[config.mk]
export PLATFORM = sky130hd
export DESIGN_NAME = reorder_buffer
export DESIGN_NICKNAME = d
export VERILOG_FILES = /design/src/rtl/ooo_pkg.sv /design/src/rtl/reorder_buffer.sv
export SDC_FILE = /design/constraint.sdc
export NUM_CORES = 1
export LEC_CHECK = 0
export CAP_MARGIN = 5
export CORE_MARGIN = 10
export CORE_UTILIZATION = 35
export DETAILED_ROUTE_END_ITERATION = 10
export HOLD_SLACK_MARGIN = 0.06
export PLACE_DENSITY = 0.57
export SYNTH_ARGS = -nofsm -noshare
export SYNTH_HDL_FRONTEND = slang
export SYNTH_SLANG_ARGS = --single-unit
[constraint.sdc]
create_clock -name clk -period 6.1 [get_ports clk]
set_input_delay 0.61 -clock clk [delete_from_list [all_inputs] [get_ports clk]]
set_output_delay 0.61 -clock clk [all_outputs]
set_load 0.01 [all_outputs]
[src/rtl/ooo_pkg.sv]
// Shared definitions for the out-of-order core: tag and data widths,
// the reorder buffer entry layout, and the result-bus FSM states.
package ooo_pkg;

  localparam int TAG_W     = 3;
  localparam int DATA_W    = 32;
  localparam int ROB_DEPTH = 8;
  localparam int COUNT_W   = TAG_W + 1;

  typedef struct packed {
    logic              valid;
    logic              done;
    logic              bcast;
    logic              exc;
    logic [TAG_W-1:0]  dest;
    logic [DATA_W-1:0] value;
  } rob_entry_t;

  typedef enum logic {
    IDLE  = 1'b0,
    PULSE = 1'b1
  } bus_state_t;

endpackage

[src/rtl/reorder_buffer.sv]
// Eight-entry circular reorder buffer: two-wide allocate, tag-addressed completion,
// one-at-a-time result broadcast, in-order commit and exception flush.
module reorder_buffer
  import ooo_pkg::*;
(
  input  logic               clk,
  input  logic               reset,
  input  logic               alloc_one,
  input  logic               alloc_two,
  input  logic [TAG_W-1:0]   alloc_a_dest,
  input  logic [TAG_W-1:0]   alloc_b_dest,
  output logic [TAG_W-1:0]   alloc_a_tag,
  output logic [TAG_W-1:0]   alloc_b_tag,
  output logic [COUNT_W-1:0] free_slots,
  input  logic               add_done,
  input  logic               mul_done,
  input  logic [TAG_W-1:0]   add_tag,
  input  logic [TAG_W-1:0]   mul_tag,
  input  logic [DATA_W-1:0]  add_value,
  input  logic [DATA_W-1:0]  mul_value,
  input  logic               add_exc,
  input  logic               mul_exc,
  output logic               ROB_bus_trigger,
  output logic               ROB_exception_flush,
  output logic [TAG_W-1:0]   ROB_bus_tag,
  output logic [DATA_W-1:0]  ROB_bus_value,
  output logic               commit_valid,
  output logic [TAG_W-1:0]   commit_dest,
  output logic [DATA_W-1:0]  commit_value
);

  rob_entry_t           entries [ROB_DEPTH];
  logic [TAG_W-1:0]     head;
  logic [TAG_W-1:0]     tail;
  logic [COUNT_W-1:0]   count;
  bus_state_t           state;
  bus_state_t           state_next;

  logic [ROB_DEPTH-1:0] bcast_ready;
  rob_entry_t           head_entry;
  logic                 do_flush;
  logic                 do_commit;
  logic                 do_bcast;
  logic                 sel_found;
  logic [TAG_W-1:0]     sel_idx;
  logic                 add_hit;
  logic                 mul_hit;
  logic [1:0]           n_alloc;

  // Oldest ready entry in program order: the lowest distance from head wins.
  function automatic logic [TAG_W:0] oldest_ready(input logic [ROB_DEPTH-1:0] ready,
                                                  input logic [TAG_W-1:0]     start);
    logic [TAG_W:0]   result;
    logic [TAG_W-1:0] idx;
    result = '0;
    for (int i = ROB_DEPTH - 1; i >= 0; i--) begin
      idx = start + TAG_W'(i);
      if (ready[idx]) result = {1'b1, idx};
    end
    return result;
  endfunction

  assign alloc_a_tag = tail;
  assign alloc_b_tag = tail + TAG_W'(1);
  assign free_slots  = COUNT_W'(ROB_DEPTH) - count;
  assign head_entry  = entries[head];

  always_comb begin
    bcast_ready = '0;
    for (int i = 0; i < ROB_DEPTH; i++) begin
      bcast_ready[i] = entries[i].valid & entries[i].done & ~entries[i].bcast & ~entries[i].exc;
    end
  end

  always_comb begin
    do_flush  = (state == IDLE) && head_entry.valid && head_entry.done && head_entry.exc;
    do_commit = head_entry.valid && head_entry.done && head_entry.bcast && !head_entry.exc;
    {sel_found, sel_idx} = oldest_ready(bcast_ready, head);
    do_bcast  = (state == IDLE) && !do_flush && sel_found;

    // A request that does not fit is dropped whole; alloc_two shadows alloc_one.
    n_alloc = 2'd0;
    if (alloc_two) begin
      n_alloc = (free_slots >= COUNT_W'(2)) ? 2'd2 : 2'd0;
    end else if (alloc_one) begin
      n_alloc = (free_slots != '0) ? 2'd1 : 2'd0;
    end

    add_hit = add_done && entries[add_tag].valid && !entries[add_tag].done;
    mul_hit = mul_done && !(add_done && (add_tag == mul_tag)) &&
              entries[mul_tag].valid && !entries[mul_tag].done;
  end

  always_comb begin
    state_next = state;
    case (state)
      IDLE:    if (do_flush || do_bcast) state_next = PULSE;
      PULSE:   state_next = IDLE;
      default: state_next = IDLE;
    endcase
  end

  always_ff @(posedge clk or negedge reset) begin
    if (!reset) state <= IDLE;
    else        state <= state_next;
  end

  always_ff @(posedge clk or negedge reset) begin
    if (!reset) begin
      for (int i = 0; i < ROB_DEPTH; i++) entries[i] <= '0;
      head                <= '0;
      tail                <= '0;
      count               <= '0;
      ROB_bus_trigger     <= 1'b0;
      ROB_exception_flush <= 1'b0;
      ROB_bus_tag         <= '0;
      ROB_bus_value       <= '0;
      commit_valid        <= 1'b0;
      commit_dest         <= '0;
      commit_value        <= '0;
    end else begin
      ROB_bus_trigger     <= 1'b0;
      ROB_exception_flush <= 1'b0;
      commit_valid        <= 1'b0;

      if (add_hit) begin
        entries[add_tag].done  <= 1'b1;
        entries[add_tag].value <= add_value;
        entries[add_tag].exc   <= add_exc;
      end
      if (mul_hit) begin
        entries[mul_tag].done  <= 1'b1;
        entries[mul_tag].value <= mul_value;
        entries[mul_tag].exc   <= mul_exc;
      end

      if (do_bcast) begin
        ROB_bus_trigger        <= 1'b1;
        ROB_bus_tag            <= sel_idx;
        ROB_bus_value          <= entries[sel_idx].value;
        entries[sel_idx].bcast <= 1'b1;
      end

      if (do_commit) begin
        commit_valid  <= 1'b1;
        commit_dest   <= head_entry.dest;
        commit_value  <= head_entry.value;
        entries[head] <= '0;
      end

      if (n_alloc != 2'd0) begin
        entries[tail] <= '{valid: 1'b1, done: 1'b0, bcast: 1'b0, exc: 1'b0,
                           dest: alloc_a_dest, value: '0};
      end
      if (n_alloc == 2'd2) begin
        entries[tail + TAG_W'(1)] <= '{valid: 1'b1, done: 1'b0, bcast: 1'b0, exc: 1'b0,
                                       dest: alloc_b_dest, value: '0};
      end

      head  <= head + TAG_W'(do_commit);
      tail  <= tail + TAG_W'(n_alloc);
      count <= count + COUNT_W'(n_alloc) - COUNT_W'(do_commit);

      // The excepting instruction and everything younger are discarded; this
      // overrides every other update made above in the same cycle.
      if (do_flush) begin
        for (int i = 0; i < ROB_DEPTH; i++) entries[i] <= '0;
        head                <= head + TAG_W'(1);
        tail                <= head + TAG_W'(1);
        count               <= '0;
        ROB_bus_trigger     <= 1'b1;
        ROB_exception_flush <= 1'b1;
        ROB_bus_tag         <= head;
        ROB_bus_value       <= '0;
      end
    end
  end

endmodule

==> qor.csv <==
metric;value;unit
port bufs;166;
Die Area;80520;um^2
core box area;68830;um^2
Post-synth top flop;dfrtp_1;
peak supply drop;1081;uV
Internal;10.29;mW
Pleak;13.76;nW
Post-CTS Resized;0;
run status;finished, final reports clean;
fmax;216.2;MHz
Routed WL per cell;27.45;um
row cnt;96;
Post-route DRC;0;
Final Hold Vio Count;0;
routed via count;20582;
RR Endpoint;ROB_bus_value[19];
Worst-Margin Slew;1.356;ns
die width;283.8;um
area share of the largest cell type after synthesis;40.70;%
Reg area;9917;um^2
Critical-path top delay cell;o21ai_0;
Hold WC Path Type;input port to async pin;
Worst Setup EP;ROB_bus_value[19];
CP max stage delay;0.63;ns
Critical Path, Cell by Cell;inv_1, ha_1, inv_1, mux4_2, clkinv_1, o21ai_0, a211oi_1, o2111ai_1, and2_4, buf_4, and2_1, a22oi_1, a22o_1;
CTS Buffer Depth;3;
cell repeated most along the worst path;inv_1;
most frequent cells in the layout;mux2i_1 (464), dfrtp_1 (394), nor2_1 (327);
vias in the first global route;20644;
CP Launch Point;head[0];
synthesized area per cell;10.05;um^2
clk slew on worst S/H paths;0.06;ns
WS Path Type;flip-flop to flip-flop;
clk root buf;clkbuf_16;
sequential area share after synthesis;40.70;%
depth of the most critical reg-to-reg path;13;
Tmin final;4.626;ns
Sw Pwr;9.381;mW
CTS H-tree depth;2;
Synth area leader;dfrtp_1;
Slew headroom;9.308;%
Antenna Nets Post-Route;0;
total CTS buffers;47;
CP Capture Type;flip-flop;
ranking of synthesized cells by area;dfrtp_1 (41%), mux2i_1 (19%), a211oi_1 (8.5%), mux4_2 (7.4%), nor2_1 (5.1%);
synthesized instance count;2423;
Yosys warning count;0;
Multi-input gate area;13290;um^2
Max-Cap Viols;0;
P per Cell Area;699.8;nW/um^2
Layout Cells excl Fill;3379;
clock tree from TritonCTS;built;
synthesized flop and latch total;396;
Post-Syn Area;24350;um^2
commonest non-fill, non-tap cell in the layout;mux2i_1;
Crit Path Max Fanout;20;
global placement routability congestion;0.8661;
WL final;92.74;mm
RSZ-0062 raised after global routing;false;
layout cells sized above 1;9.615;%
critical path startpoint category;flip-flop;
clock sink count;396;
fin crit share;75.83;%
sequential share of power;24.6;%
R2R Setup Slk;1.47;ns
worst skew pair latency;0.60;ns
crit path DAT;5.11;ns
post-DP HPWL;53.60;mm
layout filler cell count;6566;
Distinct cells, synth;65;
via count normalized by instance count;6.091;
io pins;167;
Initial DRT Pass Iterations;5;
initial DRC count;2270;
largest net degree at the start of global routing;154;
GRT Util Overall;22.23;%
asr flop ratio synth;100.0;%
combinational power share;60.5;%
Core Util, Final;40.85;%
setup TNS;0;ns
nets@finish;2513;
number of synthesized flops with an enable pin;0;
first-pass GRT wire length;138.3;mm
Remaining Overflow, GRT;0;
number of setup buffers added after CTS;0;
Worst EP required;6.58;ns
Sw Ratio;47.68;%
Initial Util;35.38;%
final slew viol count;0;
launch point of the worst reg-to-reg path;head[0];
antenna violations before repair;8;
dpl cells;3292;
Hold-fix buffers, CTS;0;
clock skew after layout;0.02567;ns
power share of the clock group;14.9;%
Vert. Die Dim;283.8;um
Layout area overhead;15.46;%
syn nets;2526;
final setup fails;0;
-- flip-flops by register name, summed over array words and instances (netlist names) --
register             flops
ROB_exception_flush      1
commit_valid             1
entries                312
alloc_a_tag              3
ROB_bus_value           32
commit_dest              3
count                    4
ROB_bus_trigger          1
ROB_bus_tag              3
state                    1
head                     3
commit_value            32
-- per-stage QoR --
step                      power, mW  cell area, um^2  setup WS (ns)  hold slack [ns]
after floorplan               12.47            24350          1.534           0.3144
after global placement        16.28            26530          1.587           0.4689
after detailed placement      16.57            26530          1.477           0.4752
after CTS                     19.55            28100          1.571           0.1385
after global routing          20.59            28110          1.321           0.1542
final                         19.67            28110          1.474          0.05723
-- worst min path at each step --
stage                                 from                to  slack [ns]  cells past startpoint
after floorplan                      reset    ROB_bus_tag[0]        0.31                      0
after global placement     commit_value[9]   commit_value[9]        0.47                      2
after detailed placement  commit_value[23]  commit_value[23]        0.48                      2
after CTS                            reset  commit_value[29]        0.14                      1
after global routing                 reset  commit_value[29]        0.15                      1
final                                reset  commit_value[29]        0.06                      1
-- metal layers --
layer	wire length, um	global-route usage, %	vias to the layer above	part of all wire (%)
met3	7448	4.771	231	8.0
met5	57	0	-	0.061
met4	3470	8.206	8	3.7
li1	-	-	8892	-
met1	39040	29.43	10433	42
met2	42720	35.24	1018	46
-- power groups by stage --
stage	logic, mW	registers (mW)	clock network (mW)
global placement	11.4	4.83	0
finish	11.9	4.85	2.92
global route	12.6	4.96	3.06
detailed placement	11.7	4.85	0
floorplan	7.98	4.49	0
CTS	11.8	4.82	2.97
-- worst max-delay path, delay by kind of cell (launching register included) --
| family | cells | cell delay, ns |
|---|---|---|
| buffers and inverters | 4 | 0.85 |
| AND/OR/NAND/NOR | 2 | 0.87 |
| flip-flops | 1 | 0.42 |
| AO/OA/AOI/OAI | 5 | 1.35 |
| adder cells (fa/ha/maj) | 1 | 0.53 |
| multiplexers | 1 | 0.47 |
-- final cells by class --
| cell class | count | area share (%) |
|---|---|---|
| multi-input cells | 1722 | 47.29 |
| flip-flops and latches | 396 | 35.27 |
| repair buffers | 208 | 7.183 |
| clock buffers | 65 | 4.780 |
| well taps | 931 | 4.143 |
| clock inverters | 18 | 0.8278 |
| inverters | 35 | 0.4717 |
| diodes | 4 | 0.03560 |
-- cells in the mapped netlist, types with 4 or more instances --
cell type,count
mux4_2,80
o22a_1,26
a22o_1,11
a211oi_1,275
a22oi_1,6
or3_1,4
nand2_1,160
dfrtp_1,396
buf_2,31
a222oi_1,4
and3_1,10
nand2b_1,4
inv_1,31
nor2_1,328
xnor2_1,7
a31oi_1,21
clkbuf_1,136
mux2i_1,464
nand4_1,11
nor3_1,10
buf_4,5
nor4_1,4
o21ai_0,108
nor2b_1,9
and4bb_2,7
a21oi_1,29
xor2_1,6
buf_1,95
ha_1,17
nor3b_1,5
a311oi_1,19
and2_1,10
nand3_1,42
-- cell families after synthesis --
| kind of cell | share of synthesized area [%] |
|---|---|
| buffers and inverters | 5.031 |
| DFF | 40.70 |
| xor gates and xnor gates | 0.4676 |
| and+or+nand+nor | 10.82 |
| adders and majority gates | 1.038 |
| muxes | 26.66 |
| AOI/OAI and AO/OA | 15.29 |
(Power assumes the default switching activity.)
